--- src/rtl/dmem_access_ctrl_if.sv ---
// Bus bundle between the data-memory access controller, its two requesters
// (MEM stage, debug/loader port) and the single-port data memory.
interface dmem_access_ctrl_if #(
    parameter int unsigned ADDR_W = 6
);
    logic              pipe_r_en;
    logic              pipe_w_en;
    logic [31:0]       pipe_addr;
    logic [31:0]       pipe_wdata;
    logic [31:0]       pipe_rdata;
    logic              pipe_ack;
    logic              freeze;

    logic              dbg_req;
    logic              dbg_we;
    logic [31:0]       dbg_addr;
    logic [31:0]       dbg_wdata;
    logic [31:0]       dbg_rdata;
    logic              dbg_ack;

    logic [ADDR_W-1:0] mem_addr;
    logic [31:0]       mem_wdata;
    logic              mem_we;
    logic              mem_re;
    logic [31:0]       mem_rdata;

    // The controller side.
    modport slave (
        input  pipe_r_en, pipe_w_en, pipe_addr, pipe_wdata,
        input  dbg_req, dbg_we, dbg_addr, dbg_wdata,
        input  mem_rdata,
        output pipe_rdata, pipe_ack, freeze,
        output dbg_rdata, dbg_ack,
        output mem_addr, mem_wdata, mem_we, mem_re
    );

    // The requesters and the memory together.
    modport master (
        output pipe_r_en, pipe_w_en, pipe_addr, pipe_wdata,
        output dbg_req, dbg_we, dbg_addr, dbg_wdata,
        output mem_rdata,
        input  pipe_rdata, pipe_ack, freeze,
        input  dbg_rdata, dbg_ack,
        input  mem_addr, mem_wdata, mem_we, mem_re
    );
endinterface

--- src/rtl/dmem_access_ctrl.sv ---
// Sequences fixed-length accesses to the single-port data memory, arbitrating
// fairly between the MEM stage and the debug/loader port, and freezes the pipe.
module dmem_access_ctrl #(
    parameter int unsigned WAIT_CYCLES = 4,
    parameter logic [31:0] BASE_ADDR   = 32'd1024,
    parameter int unsigned ADDR_W      = 6
) (
    input  logic                clk,
    input  logic                rst,
    dmem_access_ctrl_if.slave   bus
);

    typedef enum logic [1:0] {IDLE, ACCESS, DONE} state_t;
    typedef enum logic {OWN_PIPE, OWN_DBG} owner_t;

    localparam logic [3:0] CNT_INIT = 4'(WAIT_CYCLES - 1);

    state_t      state;
    owner_t      owner;
    owner_t      fair;
    logic [3:0]  cnt;

    logic        pipe_req;
    logic        grant_dbg;
    logic [31:0] sel_addr;
    logic [31:0] sel_wdata;
    logic        sel_we;

    function automatic logic [ADDR_W-1:0] word_addr(input logic [31:0] byte_addr);
        return ADDR_W'((byte_addr - BASE_ADDR) >> 2);
    endfunction

    assign pipe_req  = bus.pipe_r_en | bus.pipe_w_en;
    // Debug wins when it is alone, or when both are pending and it is debug's turn.
    assign grant_dbg = bus.dbg_req & (~pipe_req | (fair == OWN_DBG));
    assign sel_addr  = grant_dbg ? bus.dbg_addr  : bus.pipe_addr;
    assign sel_wdata = grant_dbg ? bus.dbg_wdata : bus.pipe_wdata;
    assign sel_we    = grant_dbg ? bus.dbg_we    : bus.pipe_w_en;

    // Freeze releases in the DONE cycle so the pipeline advances on that edge.
    assign bus.freeze = pipe_req & ~bus.pipe_ack;

    always_ff @(posedge clk or negedge rst) begin
        if (!rst) begin
            state          <= IDLE;
            owner          <= OWN_PIPE;
            fair           <= OWN_PIPE;
            cnt            <= '0;
            bus.pipe_ack   <= 1'b0;
            bus.pipe_rdata <= '0;
            bus.dbg_ack    <= 1'b0;
            bus.dbg_rdata  <= '0;
            bus.mem_addr   <= '0;
            bus.mem_wdata  <= '0;
            bus.mem_we     <= 1'b0;
            bus.mem_re     <= 1'b0;
        end else begin
            // NOTE: acks and their data default low every cycle, so they pulse
            // for exactly the one DONE cycle and read zero otherwise.
            bus.pipe_ack   <= 1'b0;
            bus.pipe_rdata <= '0;
            bus.dbg_ack    <= 1'b0;
            bus.dbg_rdata  <= '0;

            unique case (state)
                IDLE: begin
                    if (pipe_req || bus.dbg_req) begin
                        owner         <= grant_dbg ? OWN_DBG : OWN_PIPE;
                        if (pipe_req && bus.dbg_req)
                            fair <= grant_dbg ? OWN_PIPE : OWN_DBG;
                        cnt           <= CNT_INIT;
                        bus.mem_addr  <= word_addr(sel_addr);
                        bus.mem_wdata <= sel_wdata;
                        bus.mem_we    <= sel_we;
                        bus.mem_re    <= ~sel_we;
                        state         <= ACCESS;
                    end
                end

                ACCESS: begin
                    if (cnt == 4'd0) begin
                        if (owner == OWN_PIPE) begin
                            bus.pipe_ack   <= 1'b1;
                            bus.pipe_rdata <= bus.mem_re ? bus.mem_rdata : '0;
                        end else begin
                            bus.dbg_ack    <= 1'b1;
                            bus.dbg_rdata  <= bus.mem_re ? bus.mem_rdata : '0;
                        end
                        bus.mem_addr  <= '0;
                        bus.mem_wdata <= '0;
                        bus.mem_we    <= 1'b0;
                        bus.mem_re    <= 1'b0;
                        state         <= DONE;
                    end else begin
                        cnt <= cnt - 4'd1;
                    end
                end

                DONE: state <= IDLE;

                default: state <= IDLE;
            endcase
        end
    end

endmodule
--- src/flat_wrapper.sv ---
// flat-port wrapper written by rule: the top's interface ports become plain ports
module dmem_access_ctrl_flat 
#(
    parameter int unsigned WAIT_CYCLES = 4,
    parameter logic [31:0] BASE_ADDR   = 32'd1024,
    parameter int unsigned ADDR_W      = 6
)
  (clk, rst, bus_pipe_r_en, bus_pipe_w_en, bus_pipe_addr, bus_pipe_wdata, bus_dbg_req, bus_dbg_we, bus_dbg_addr, bus_dbg_wdata, bus_mem_rdata, bus_pipe_rdata, bus_pipe_ack, bus_freeze, bus_dbg_rdata, bus_dbg_ack, bus_mem_addr, bus_mem_wdata, bus_mem_we, bus_mem_re);
  dmem_access_ctrl_if #(.ADDR_W(ADDR_W)) bus_i ();
  input  logic clk;
  input  logic rst;
  input wire logic [$bits(bus_i.pipe_r_en)-1:0] bus_pipe_r_en;
  input wire logic [$bits(bus_i.pipe_w_en)-1:0] bus_pipe_w_en;
  input wire logic [$bits(bus_i.pipe_addr)-1:0] bus_pipe_addr;
  input wire logic [$bits(bus_i.pipe_wdata)-1:0] bus_pipe_wdata;
  input wire logic [$bits(bus_i.dbg_req)-1:0] bus_dbg_req;
  input wire logic [$bits(bus_i.dbg_we)-1:0] bus_dbg_we;
  input wire logic [$bits(bus_i.dbg_addr)-1:0] bus_dbg_addr;
  input wire logic [$bits(bus_i.dbg_wdata)-1:0] bus_dbg_wdata;
  input wire logic [$bits(bus_i.mem_rdata)-1:0] bus_mem_rdata;
  output wire logic [$bits(bus_i.pipe_rdata)-1:0] bus_pipe_rdata;
  output wire logic [$bits(bus_i.pipe_ack)-1:0] bus_pipe_ack;
  output wire logic [$bits(bus_i.freeze)-1:0] bus_freeze;
  output wire logic [$bits(bus_i.dbg_rdata)-1:0] bus_dbg_rdata;
  output wire logic [$bits(bus_i.dbg_ack)-1:0] bus_dbg_ack;
  output wire logic [$bits(bus_i.mem_addr)-1:0] bus_mem_addr;
  output wire logic [$bits(bus_i.mem_wdata)-1:0] bus_mem_wdata;
  output wire logic [$bits(bus_i.mem_we)-1:0] bus_mem_we;
  output wire logic [$bits(bus_i.mem_re)-1:0] bus_mem_re;
  assign bus_i.pipe_r_en = bus_pipe_r_en;
  assign bus_i.pipe_w_en = bus_pipe_w_en;
  assign bus_i.pipe_addr = bus_pipe_addr;
  assign bus_i.pipe_wdata = bus_pipe_wdata;
  assign bus_i.dbg_req = bus_dbg_req;
  assign bus_i.dbg_we = bus_dbg_we;
  assign bus_i.dbg_addr = bus_dbg_addr;
  assign bus_i.dbg_wdata = bus_dbg_wdata;
  assign bus_i.mem_rdata = bus_mem_rdata;
  assign bus_pipe_rdata = bus_i.pipe_rdata;
  assign bus_pipe_ack = bus_i.pipe_ack;
  assign bus_freeze = bus_i.freeze;
  assign bus_dbg_rdata = bus_i.dbg_rdata;
  assign bus_dbg_ack = bus_i.dbg_ack;
  assign bus_mem_addr = bus_i.mem_addr;
  assign bus_mem_wdata = bus_i.mem_wdata;
  assign bus_mem_we = bus_i.mem_we;
  assign bus_mem_re = bus_i.mem_re;
  dmem_access_ctrl #(.WAIT_CYCLES(WAIT_CYCLES), .BASE_ADDR(BASE_ADDR), .ADDR_W(ADDR_W)) u_core (.clk(clk), .rst(rst), .bus(bus_i));
endmodule
--- config.mk ---
export PLATFORM = sky130hd
export DESIGN_NAME = dmem_access_ctrl_flat
export DESIGN_NICKNAME = d
export VERILOG_FILES = /design/src/rtl/dmem_access_ctrl_if.sv /design/src/rtl/dmem_access_ctrl.sv /design/src/flat_wrapper.sv
export SDC_FILE = /design/constraint.sdc
export NUM_CORES = 1
export LEC_CHECK = 0
export CAP_MARGIN = 20
export CORE_MARGIN = 10
export CORE_UTILIZATION = 35
export DETAILED_ROUTE_END_ITERATION = 8
export PLACE_DENSITY = 0.86
export SYNTH_ARGS = -nofsm -noshare
export SYNTH_HDL_FRONTEND = slang
export SYNTH_SLANG_ARGS = --single-unit
--- constraint.sdc ---
create_clock -name clk -period 3.1 [get_ports clk]
set_input_delay 0.775 -clock clk [delete_from_list [all_inputs] [get_ports clk]]
set_output_delay 0.775 -clock clk [all_outputs]
set_load 0.01 [all_outputs]
==> impl_metrics.ini <==
[grt]
antenna_found_initial = 0
grt_usage_pct = 15.8
grt_start_max_net_pins = 70
overflow = 0
grt_pass1_wl_um = 22300
grt_pass1_vias = 4151

[drt]
dr.pass1.iters = 4
m1WireLength_um = 5540
routedWlPerCell_um = 18.5
wl_met2_um = 7010
drcViolationCount = 0
ant_nets = 0
dr_wl_met3_um = 1320
drt_iter0_drc = 200
route.top_layer_used = met4
vias = 3783
drt-total-wl_um = 14100
via_per_inst = 4.95

[critical_path]
r2r-end = u_core.bus.dbg_rdata[24]
endpoint = bus_freeze
r2r_setup_slack_ps = 810
cp_max_fo = 3
cp.required_ps = 2320
worstSetupPathType = primary input to output pin
cp-start-kind = primary input
reg2reg_from = u_core.cnt[0]
end_kind = output pin
worst_r2r_path_depth = 5
crit_start = bus_pipe_w_en
worstPathArrival_ps = 2100

[floorplan]
rows = 41
initial_utilization_pct = 35.3
io_pins = 273
die_w_um = 132
design.die.area_sq_um = 17500
coreArea_sq_um = 12500
die_height_um = 132

[timing]
tns_ps = 0
tightestPinTransition_ps = 755
maxSlewViolCount = 0
layout_setup_ws_ps = 225
fmax_mhz = 348
slew_headroom_pct = 49.4
fin_crit_sh_pct = 92.8
fin_crit_ps = 2880
fin_skew_ps = 14.4
rsz0062_at_grt = no
finalHoldViolCount = 0
setup_viol = 0

[power_and_ir_drop]
p_int_w = 0.00417
pwr-share-comb_pct = 32.7
clockPowerShare_pct = 34.4
p_leak_nw = 3.18
max-vdd-ir-drop_uv = 461
p_sw_w = 0.00186
p_per_area_nw_per_um2 = 811
switching_share_pct = 30.9
p_seq_share_pct = 32.9

[synthesis]
synthCells = 362
synth_compound_area_share_pct = 19.0
yosysUniqueCellTypes = 33
synth.mux.area_fraction_pct = 0.707
synth_top_family_by_area = compound AO/OA/AOI/OAI gates
ys.flop_type = dfrtp_1
synth_fp_nets = 529
yosysSeqAreaShare_pct = 64.5
synthTopCellsByArea = dfrtp_1 64%, a32o_1 9.0%, a22o_1 7.9%, nor2_1 5.7%, nand2_1 2.9%
synth_edf_count = 0
yosys.area_share.simple_pct = 11.3
syn_area_sq_um = 4420
ys_warn_count = 0
synth.avg_cell_area_sq_um = 12.2
async_reset_ff_share_pct = 100
synth-xor-area-share_pct = 0.198
synth_top_area_share_pct = 64.5
yosys.area_share.adder_pct = 0.283
yosys.area.top_type = dfrtp_1
synth-seq-cells = 114

[clock_network]
hold_buffers = 0
clk_pin_slew_worst_paths_ps = 60
postCtsSetupBuffers = 0
clock_path_buffers = 2
cts_resized = 0
cts_root_buf = clkbuf_16
clkSinkCount = 114
numCtsBuffers = 17
insertion_delay_ps = 410
cts_htree_levels = 4
cts_tree = built

[place]
port_buffers = 220
hpwl_um = 10600
place_ws_ps = 248
gp_congestion = 0.770

[cells_and_area]
final_cell_mix = 219 x clkdlybuf4s50_1, 114 x dfrtp_1, 67 x nor2_1
drive_above_1_share_pct = 8.61
regArea_sq_um = 2850
multi_input_area_sq_um = 1420
area_delta_synth_final_pct = 68.1
antenna_cells = 0
num-fill-cells = 1030
layout.nets = 746
final_common_cell = clkdlybuf4s50_1

[hold_path]
min_path_type = primary input to asynchronous set/reset pin

[flow_run]
max_cap_viol_count = 0

[outcome]
status = finished, final reports clean
layer usage:
metal  vias to the layer above  track usage, %
met5                         -               0
met4                         0            5.38
met3                        19            7.80
met2                       183            26.3
met1                      1844            17.1
li1                       1737               -
critical path, cell delays in order:
cell and delay (ps):
clkdlybuf4s50_1 420, nor2_1 350, nor2_1 70, clkdlybuf4s50_1 490
layout make-up:
type,instances,share of cell area [%]
flip-flops and latches,114,38.4
repair buffers,230,30.9
multi-input cells,211,19.0
clock buffers,18,5.77
well taps,172,2.89
clock inverters,14,2.76
inverters,5,0.252
Yosys cell counts, types with 2 or more instances:
cell and n:
a32o_1 40, nor3_1 2, dfrtp_1 114, nand2_1 34, a22oi_1 2, a21oi_1 3
nor2_1 67, buf_2 7, nand2b_1 3, inv_1 5, buf_6 4, clkbuf_1 20
a22o_1 40, mux2i_1 2
power groups by stage:
stage / logic [W] / clock network [W] / registers (W)
finish: 0.00197 / 0.00207 / 0.00198
floorplan: 0.000998 / 0 / 0.00208
detailed placement: 0.00200 / 0 / 0.00200
global placement: 0.00193 / 0 / 0.00199
global route: 0.00215 / 0.00219 / 0.00202
CTS: 0.00200 / 0.00211 / 0.00198
cells by family (layout without fill, tap and decap cells):
kind of cell	Yosys count	after routing
AND/OR/NAND/NOR	115	115
flip-flops	114	114
AO/OA/AOI/OAI	91	91
buffers and inverters	37	267
multiplexers	3	3
adder cells (fa/ha/maj)	1	1
XOR/XNOR	1	1
flip-flops by register name, summed over array words and instances (netlist names):
register and flops:
u_core.bus.mem_re 1, u_core.cnt 4, u_core.fair 1, u_core.bus.mem_wdata 32, u_core.bus.mem_we 1, u_core.state 2
u_core.bus.mem_addr 6, u_core.bus.dbg_ack 1, u_core.bus.pipe_rdata 32, u_core.bus.pipe_ack 1, u_core.owner 1, u_core.bus.dbg_rdata 32
worst min-delay path by stage:
stage,slack [ps],to,cells past startpoint
after floorplan,480,u_core.bus.dbg_ack,0
after global placement,480,u_core.bus.mem_we,1
after detailed placement,490,u_core.bus.mem_wdata[5],1
after CTS,390,u_core.bus.mem_wdata[21],1
after global routing,400,u_core.bus.mem_wdata[21],1
final,370,u_core.bus.mem_wdata[21],1
metrics by stage:
| stage | instance area, sq um | util [%] | total power, W | std cells | hold WS [ps] |
|---|---|---|---|---|---|
| 4_1_cts | 7440 | 59.4 | 0.00610 | 764 | 390 |
| 3_3_place_gp | 6800 | 54.3 | 0.00392 | 732 | 477 |
| 6_report | 7440 | 59.4 | 0.00603 | 764 | 368 |
| 2_1_floorplan | 4420 | - | 0.00308 | 362 | 479 |
| 5_1_grt | 7440 | 59.4 | 0.00636 | 764 | 404 |
| 3_5_place_dp | 6800 | 54.3 | 0.00400 | 732 | 493 |
No activity file was read; power rests on OpenSTA's default activity.
